`src/rtl/pipeline_stall_controller.sv`:
```
// Hazard and stall sequencer for the 5-stage pipeline: per-stage load enables and flushes,
// a data-memory wait FSM with a timeout watchdog, and a saturating count of frozen-PC cycles.
module pipeline_stall_controller #(
    parameter int MEM_TIMEOUT = 15,
    parameter int CNT_W       = 16
) (
    input  logic             clk,
    input  logic             reset,
    input  logic [4:0]       id_rs,
    input  logic [4:0]       id_rt,
    input  logic             id_uses_rt,
    input  logic             ex_mem_read,
    input  logic [4:0]       ex_dest,
    input  logic             branch_taken,
    input  logic             mem_access,
    input  logic             mem_ready,
    output logic             pc_we,
    output logic             ifid_we,
    output logic             idex_we,
    output logic             exmem_we,
    output logic             memwb_we,
    output logic             ifid_flush,
    output logic             idex_flush,
    output logic             memwb_flush,
    output logic [1:0]       state,
    output logic             timeout_err,
    output logic [CNT_W-1:0] stall_count
);

    typedef enum logic [1:0] {
        RUN      = 2'd0,
        MEM_WAIT = 2'd1,
        HALT     = 2'd2
    } state_t;

    localparam logic [7:0]       TIMEOUT_LAST = 8'(MEM_TIMEOUT - 1);
    localparam logic [CNT_W-1:0] CNT_MAX      = '1;

    state_t     cur_state;
    state_t     next_state;
    logic [7:0] wait_cnt;
    logic       mem_stall;
    logic       load_use;
    logic       active;

    always_comb begin
        active    = (cur_state == RUN) || (cur_state == MEM_WAIT);
        mem_stall = mem_access & ~mem_ready;
        load_use  = ex_mem_read && (ex_dest != 5'd0) &&
                    ((ex_dest == id_rs) || (id_uses_rt && (ex_dest == id_rt)));
    end

    // An abort (mem_access dropping) leaves MEM_WAIT exactly like a completion does.
    always_comb begin
        next_state = cur_state;
        case (cur_state)
            RUN, MEM_WAIT: begin
                if (mem_stall && (wait_cnt == TIMEOUT_LAST))
                    next_state = HALT;
                else if (mem_stall)
                    next_state = MEM_WAIT;
                else
                    next_state = RUN;
            end
            HALT:    next_state = HALT;
            default: next_state = RUN;
        endcase
    end

    // Reset and HALT force every enable and flush low; otherwise hazards resolve by priority.
    always_comb begin
        pc_we       = 1'b0;
        ifid_we     = 1'b0;
        idex_we     = 1'b0;
        exmem_we    = 1'b0;
        memwb_we    = 1'b0;
        ifid_flush  = 1'b0;
        idex_flush  = 1'b0;
        memwb_flush = 1'b0;
        if (!reset && active) begin
            pc_we    = 1'b1;
            ifid_we  = 1'b1;
            idex_we  = 1'b1;
            exmem_we = 1'b1;
            memwb_we = 1'b1;
            if (mem_stall) begin
                pc_we       = 1'b0;
                ifid_we     = 1'b0;
                idex_we     = 1'b0;
                exmem_we    = 1'b0;
                memwb_flush = 1'b1;
            end else if (load_use) begin
                pc_we      = 1'b0;
                ifid_we    = 1'b0;
                idex_flush = 1'b1;
            end else if (branch_taken) begin
                ifid_flush = 1'b1;
            end
        end
    end

    always_ff @(posedge clk or posedge reset) begin
        if (reset) begin
            cur_state   <= RUN;
            wait_cnt    <= 8'd0;
            timeout_err <= 1'b0;
            stall_count <= '0;
        end else begin
            cur_state <= next_state;
            if (active && mem_stall)
                wait_cnt <= wait_cnt + 8'd1;
            else
                wait_cnt <= 8'd0;
            if (next_state == HALT)
                timeout_err <= 1'b1;
            if (active && !pc_we && (stall_count != CNT_MAX))
                stall_count <= stall_count + CNT_W'(1);
        end
    end

    assign state = cur_state;

endmodule
```
`config.mk`:
```
export PLATFORM = sky130hd
export DESIGN_NAME = pipeline_stall_controller
export DESIGN_NICKNAME = d
export VERILOG_FILES = /design/src/rtl/pipeline_stall_controller.sv
export SDC_FILE = /design/constraint.sdc
export NUM_CORES = 1
export LEC_CHECK = 0
export CAP_MARGIN = 20
export CORE_MARGIN = 8
export CORE_UTILIZATION = 44
export CTS_BUF_LIST = sky130_fd_sc_hd__clkbuf_16
export CTS_CLUSTER_SIZE = 25
export DETAILED_ROUTE_END_ITERATION = 8
export PLACE_DENSITY = 0.77
export SYNTH_ARGS = -nofsm -noshare
export SYNTH_HDL_FRONTEND = slang
export SYNTH_SLANG_ARGS = --single-unit
```
`constraint.sdc`:
```
create_clock -name clk -period 1.95 [get_ports clk]
set_input_delay 0.195 -clock clk [delete_from_list [all_inputs] [get_ports clk]]
set_output_delay 0.195 -clock clk [all_outputs]
set_load 0.005 [all_outputs]
```
* After elaboration in Yosys (flattened, before gate mapping)
Index checks and enable logic that the tools add are counted.
** Operators by class
- Add/sub/neg operators :: 2
- Equal/unequal tests :: 7
- Muxes and demuxes :: 19
- Bitwise logic cells :: 2
- Reduce and logical (&&, ||, !) cells :: 15
** Operators with widths (count)
- $add 16x1->16 const B :: 1
- $mux 1 :: 16
- $ne 16x16->1 const B :: 1
- $eq 5x5->1 :: 2
- $add 8x1->8 const B :: 1
- $eq 8x4->1 const B :: 1
- $logic_and 1x1->1 :: 8
- $mux 8 :: 1
- $reduce_bool 5->1 :: 1
- $eq 2x2->1 const B :: 2
- $pmux 2 s2 :: 1
- $eq 2x1->1 const B :: 1
- $logic_not 1->1 :: 2
- $logic_not 2->1 :: 1
- $logic_or 1x1->1 :: 2
- $mux 2 :: 1
- $reduce_or 2->1 :: 1
- $and 1x1->1 :: 1
- $not 1->1 :: 1
** Word-level totals
- Bits in registers :: 27
- Input port bits :: 22
- Word-level logic and storage cells :: 49

* Longest topological paths before layout
- Depth after elaboration :: 10
- Mapped depth :: 8
- Gate-level depth less buffers :: 7

* Least setup slack after synthesis
OpenSTA, ideal clock, no wires.
- Kind :: reg-to-reg
- Start :: register stall_count[0]
- End :: register stall_count[8]
- Arrival time :: 1.608 ns
- Data required time :: 1.825 ns
- Setup slack :: 0.217 ns
- Cell stages (with the launch flop) :: 9
- Path buffers :: 1
- Cell sequence :: dfrtp_1 > ha_1 > nand3_1 > nor4_1 > a211oi_1 > o21a_4 > buf_6 > nand3_1 > xnor2_1
** Between the ends
- Word-level cells in the longest chain between the ends :: 2
** RTL lines
- start: declaration :: line 27 : output logic [CNT_W-1:0] stall_count
- start signal: assignment :: line 117 : stall_count <= stall_count + CNT_W'(1);
- branches (longest 2 deep; another with $add 16x1->16)
Several ways; the timed one is not identified.
A chain may end at the register's enable or synchronous reset.

* Worst setup path after layout
- Start :: input ex_dest[4]
- End :: output ifid_we
** Between the ends
- Word-level cells in the longest chain between the ends :: 7
** RTL lines
- start: declaration :: line 13 : input logic [4:0] ex_dest,
- $eq 5x5->1 :: line 50 : ((ex_dest == id_rs) || (id_uses_rt && (ex_dest == id_rt)));
- $logic_and 1x1->1 :: line 50
- $logic_or 1x1->1 :: line 50
- $logic_and 1x1->1 (*) :: line 49 : load_use = ex_mem_read && (ex_dest != 5'd0) &&
- $mux 1 (*) :: line 92 : end else if (load_use) begin
- $mux 1 (*) :: line 86 : if (mem_stall) begin
- $mux 1 (*) :: line 80 : if (!reset && active) begin
- end: declaration :: line 18 : output logic ifid_we,
Mark *: on every way between the ends. The rest lies on a longest branch, timed or not.

==> metrics.md <==
| Metric | Value |
|---|---|
| Layout fillers | 227 |
| Element type at the critical path start | input pin |
| H-tree lvl count | 1 |
| Deepest clock path buffer count | 2 |
| Violated checks | setup timing |
| Sequential share of the synthesized area | 0.4800 |
| CTS buffer count | 3 |
| Setup TNS Final | -0.01125 ns |
| Period utilization | 1.003 |
| Area used by sequential logic in the layout | 675.6 sq um |
| Clock latency at the later pin of the worst-skew pair | 0.26 ns |
| Post-synthesis register bit count | 27 |
| Number of global-route vias before repair | 1307 |
| CTS tree | yes |
| Overall power | 1.166 mW |
| Number of iterations in the first detailed-routing pass | 4 |
| Type of the tightest min-delay check | flop to flop |
| Final worst path period need | 1.956 ns |
| Finish-stage setup viols | 2 |
| Wire length per cell after detailed routing | 16.07 um |
| Global placer's final weighted congestion | 0.8266 |
| Worst Path Max Fanout | 3 |
| Area Growth Syn to Fin | 57.16% |
| Number of antenna violations at the first check in global routing | 0 |
| Kind of end point of the critical path | output port |
| Top flip-flop cell by instance count after synthesis | dfrtp_1 |
| Clock slew at reported path FFs | ~0.060 ns |
| Library cell used as clock root buffer | clkbuf_16 |
| Vias per inst | about 5 |
| Number of nets with antenna violations after detailed routing | 0 |
| Worst IR Drop VDD | 0.3662 mV |
| DP Wirelength | 2.868 mm |
| Clock tree sinks | 27 |
| Row cnt | 20 |
| Net Count, Synth | roughly 160 |
| Die area | 5265 sq um |
| Layout cell share with drive strength beyond 1 | 0.1779 |
| Met1 capacity usage during global routing | 0.1602 |
| Synthesis warning total | 0 |
| Max Slew Vio Count | 0 |
| Pin count of the biggest net entering global routing | 28 |
| Max stage delay cell, worst path | dlygate4sd2_1 |
| Delay of the slowest critical-path stage | 0.27 ns |
| Signal arrival time at the worst endpoint | around 1.8 ns |
| R2R cell count | 6 |
| Static Leak | 1.013 nW |
| Standard cell core area | 3053 sq um |
| Fin nets | 234 |
| Starting density of the core | 0.4611 |
| Series of cell instances along the critical path | dlygate4sd2_1, buf_4, xnor2_2, nand2_1, nor2_2, nor2_2, o21a_1, buf_4, dlygate4sd2_1 |
| Min-Delay Path Depth | 1 |
| Drt drc | 0 |
| Required time at the worst-slack endpoint | 1.75 ns |
| Avg Cell Area, Syn | 10.13 sq um |
| Area of the multi-input gates | 733.2 sq um |
| Areal power density over the cells | approximately 530 nW/um^2 |
| Number of standard cells after synthesis | about 140 |
| Max capacitance violation total | 0 |
| Final-report hold violation count | 0 |
| Rel. slew slack | 0.7760 |
| Drt total wl | approximately 4.1 mm |
| Outcome | finished with violations |
| Fraction of met2 tracks used by global routing | 0.2753 |
| Worst Setup Path Type | input pin to output port |
| Global-route usage over all layers | 0.1461 |
| Number of antenna diodes | 0 |
| Fraction of registers with async set or reset after synthesis | 1.000 |
| Maximum frequency from static timing analysis | around 0.5 GHz |
| Least-Margin Pin Slew | 0.3359 ns |
| Combined area of all synthesized cells | about 1400 sq um |
| Vertical die dimension | 72.56 um |
| Final worst clock skew | 0.002197 ns |
| Final worst setup slack | -0.005657 ns |
| Number of DRC markers in iteration 0 | 34 |
| Overflow left after global routing | 0 |
| Number of top-level pins | 49 |
| Total via count in the routed design | 1285 |
| Horizontal die dimension | roughly 73 um |
| EDFF count, synth | 0 |
| Global-route wire length before repair | slightly above 6 mm |
| Global routing's busiest layer | met2 |
| Met3 track demand over resource | 0.03168 |
| Synth unique cells | 30 |
| # port buffers | 48 |
==> kinds of logic after synthesis <==
family,count (synthesis),synth area share
adder cells (fa/ha/maj),3,0.02667
buffers and inverters,9,0.03466
AO/OA/AOI/OAI,8,0.04267
XOR/XNOR,30,0.1867
AND/OR/NAND/NOR,61,0.2213
multiplexers,1,0.007999
flip-flops,27,0.4800
==> Yosys cell counts (2+ instances only) <==
library cell  instances  share of area
buf_4                 2          0.011
ha_1                  3          0.027
o21ai_0               2         0.0071
and2_1                2         0.0089
nor2b_1               3          0.013
inv_1                 5          0.013
xnor2_1              23           0.14
nand3_1              10          0.036
nor2_1               16          0.043
dfrtp_1              27           0.48
nand4_1              11          0.049
nand2_1               9          0.024
xor2_1                7          0.044
nor4_1                2         0.0089
and3_1                2         0.0089
==> cell usage in the layout (no fill, tap or decap), types with 2 or more instances in the layout <==
cell type         n
nand4_1          11
nor4_1            2
clkdlybuf4s50_1  31
and3_1            2
nor2_2            2
xor2_1            7
inv_1             6
o21ai_0           2
dfrtp_1          27
nor2b_1           3
buf_4            20
nand3_1          10
clkbuf_16         3
xnor2_2           4
clkdlybuf4s15_1   3
and2_1            2
ha_1              3
xnor2_1          19
dlygate4sd2_1     5
nor2_1           14
dlymetal6s2s_1    8
nand2_1           9
==> worst paths after layout <==
path                                       startpoint                          to  slack (ns)
max                                        ex_dest[4]                     ifid_we      -0.006
min                           timeout_err$_DFFE_PP0N_     timeout_err$_DFFE_PP0N_        0.47
max reg2reg                stall_count[1]$_DFFE_PP0P_  stall_count[1]$_DFFE_PP0P_        0.12
min reg2reg                   timeout_err$_DFFE_PP0N_     timeout_err$_DFFE_PP0N_        0.47
max in group asynchronous                       reset       wait_cnt[1]$_DFF_PP0_        1.16
min in group asynchronous                       reset       wait_cnt[7]$_DFF_PP0_        0.54
==> flip-flops by register name (all words and copies together) (netlist names) <==
register     flops
timeout_err      1
state            2
stall_count     16
wait_cnt         8
==> timing repair <==
item / in CTS / in global routing
hold buffers: 0 / 0
endpoints found under the setup margin: 5 / 19
pin swaps: 6 / 12
cloned: 0 / 0
buffers inserted: 6 / 1
resized for setup: 14 / 18
==> layer usage <==
metal,part of all wire,vias up,wire [um]
met1,0.40,620,1620
met3,0.048,13,193
li1,-,606,-
met5,0,-,0
met2,0.52,46,2104
met4,0.032,0,131
==> area by class of cell <==
cell class | count | area share
clock buffer | 3 | 0.03394
tap | 44 | 0.02489
multi-input combinational | 103 | 0.3314
inverter | 5 | 0.008484
timing repair buffer | 69 | 0.2941
clock inverter | 1 | 0.001697
sequential | 27 | 0.3054
==> report_power, final <==
group | total [mW] | internal [mW] | switching, mW
logic | 0.141 | 0.0825 | 0.0582
registers | 0.568 | 0.564 | 0.00418
clock network | 0.458 | 0.274 | 0.183
==> metrics by stage <==
step | cells | utilization | area, sq um | worst slack, ns | hold WS (ns)
floorplan | 139 | - | 1408 | 0.2174 | 0.2477
global placement | 241 | 0.6611 | 2018 | -0.3597 | 0.4600
detailed placement | 241 | 0.6611 | 2018 | -0.4374 | 0.4598
finish | 252 | 0.7246 | 2212 | -0.005657 | 0.4721
global route | 252 | 0.7246 | 2212 | -0.05156 | 0.5056
CTS | 251 | 0.7049 | 2152 | 0.007395 | 0.4756
==> critical path, delay by kind of cell <==
family | cells | cell delay [ns]
simple gates | 3 | 0.32
xor+xnor | 1 | 0.20
buf+inv | 4 | 0.82
compound gates | 1 | 0.21
Power figures use the tool's default switching activity.
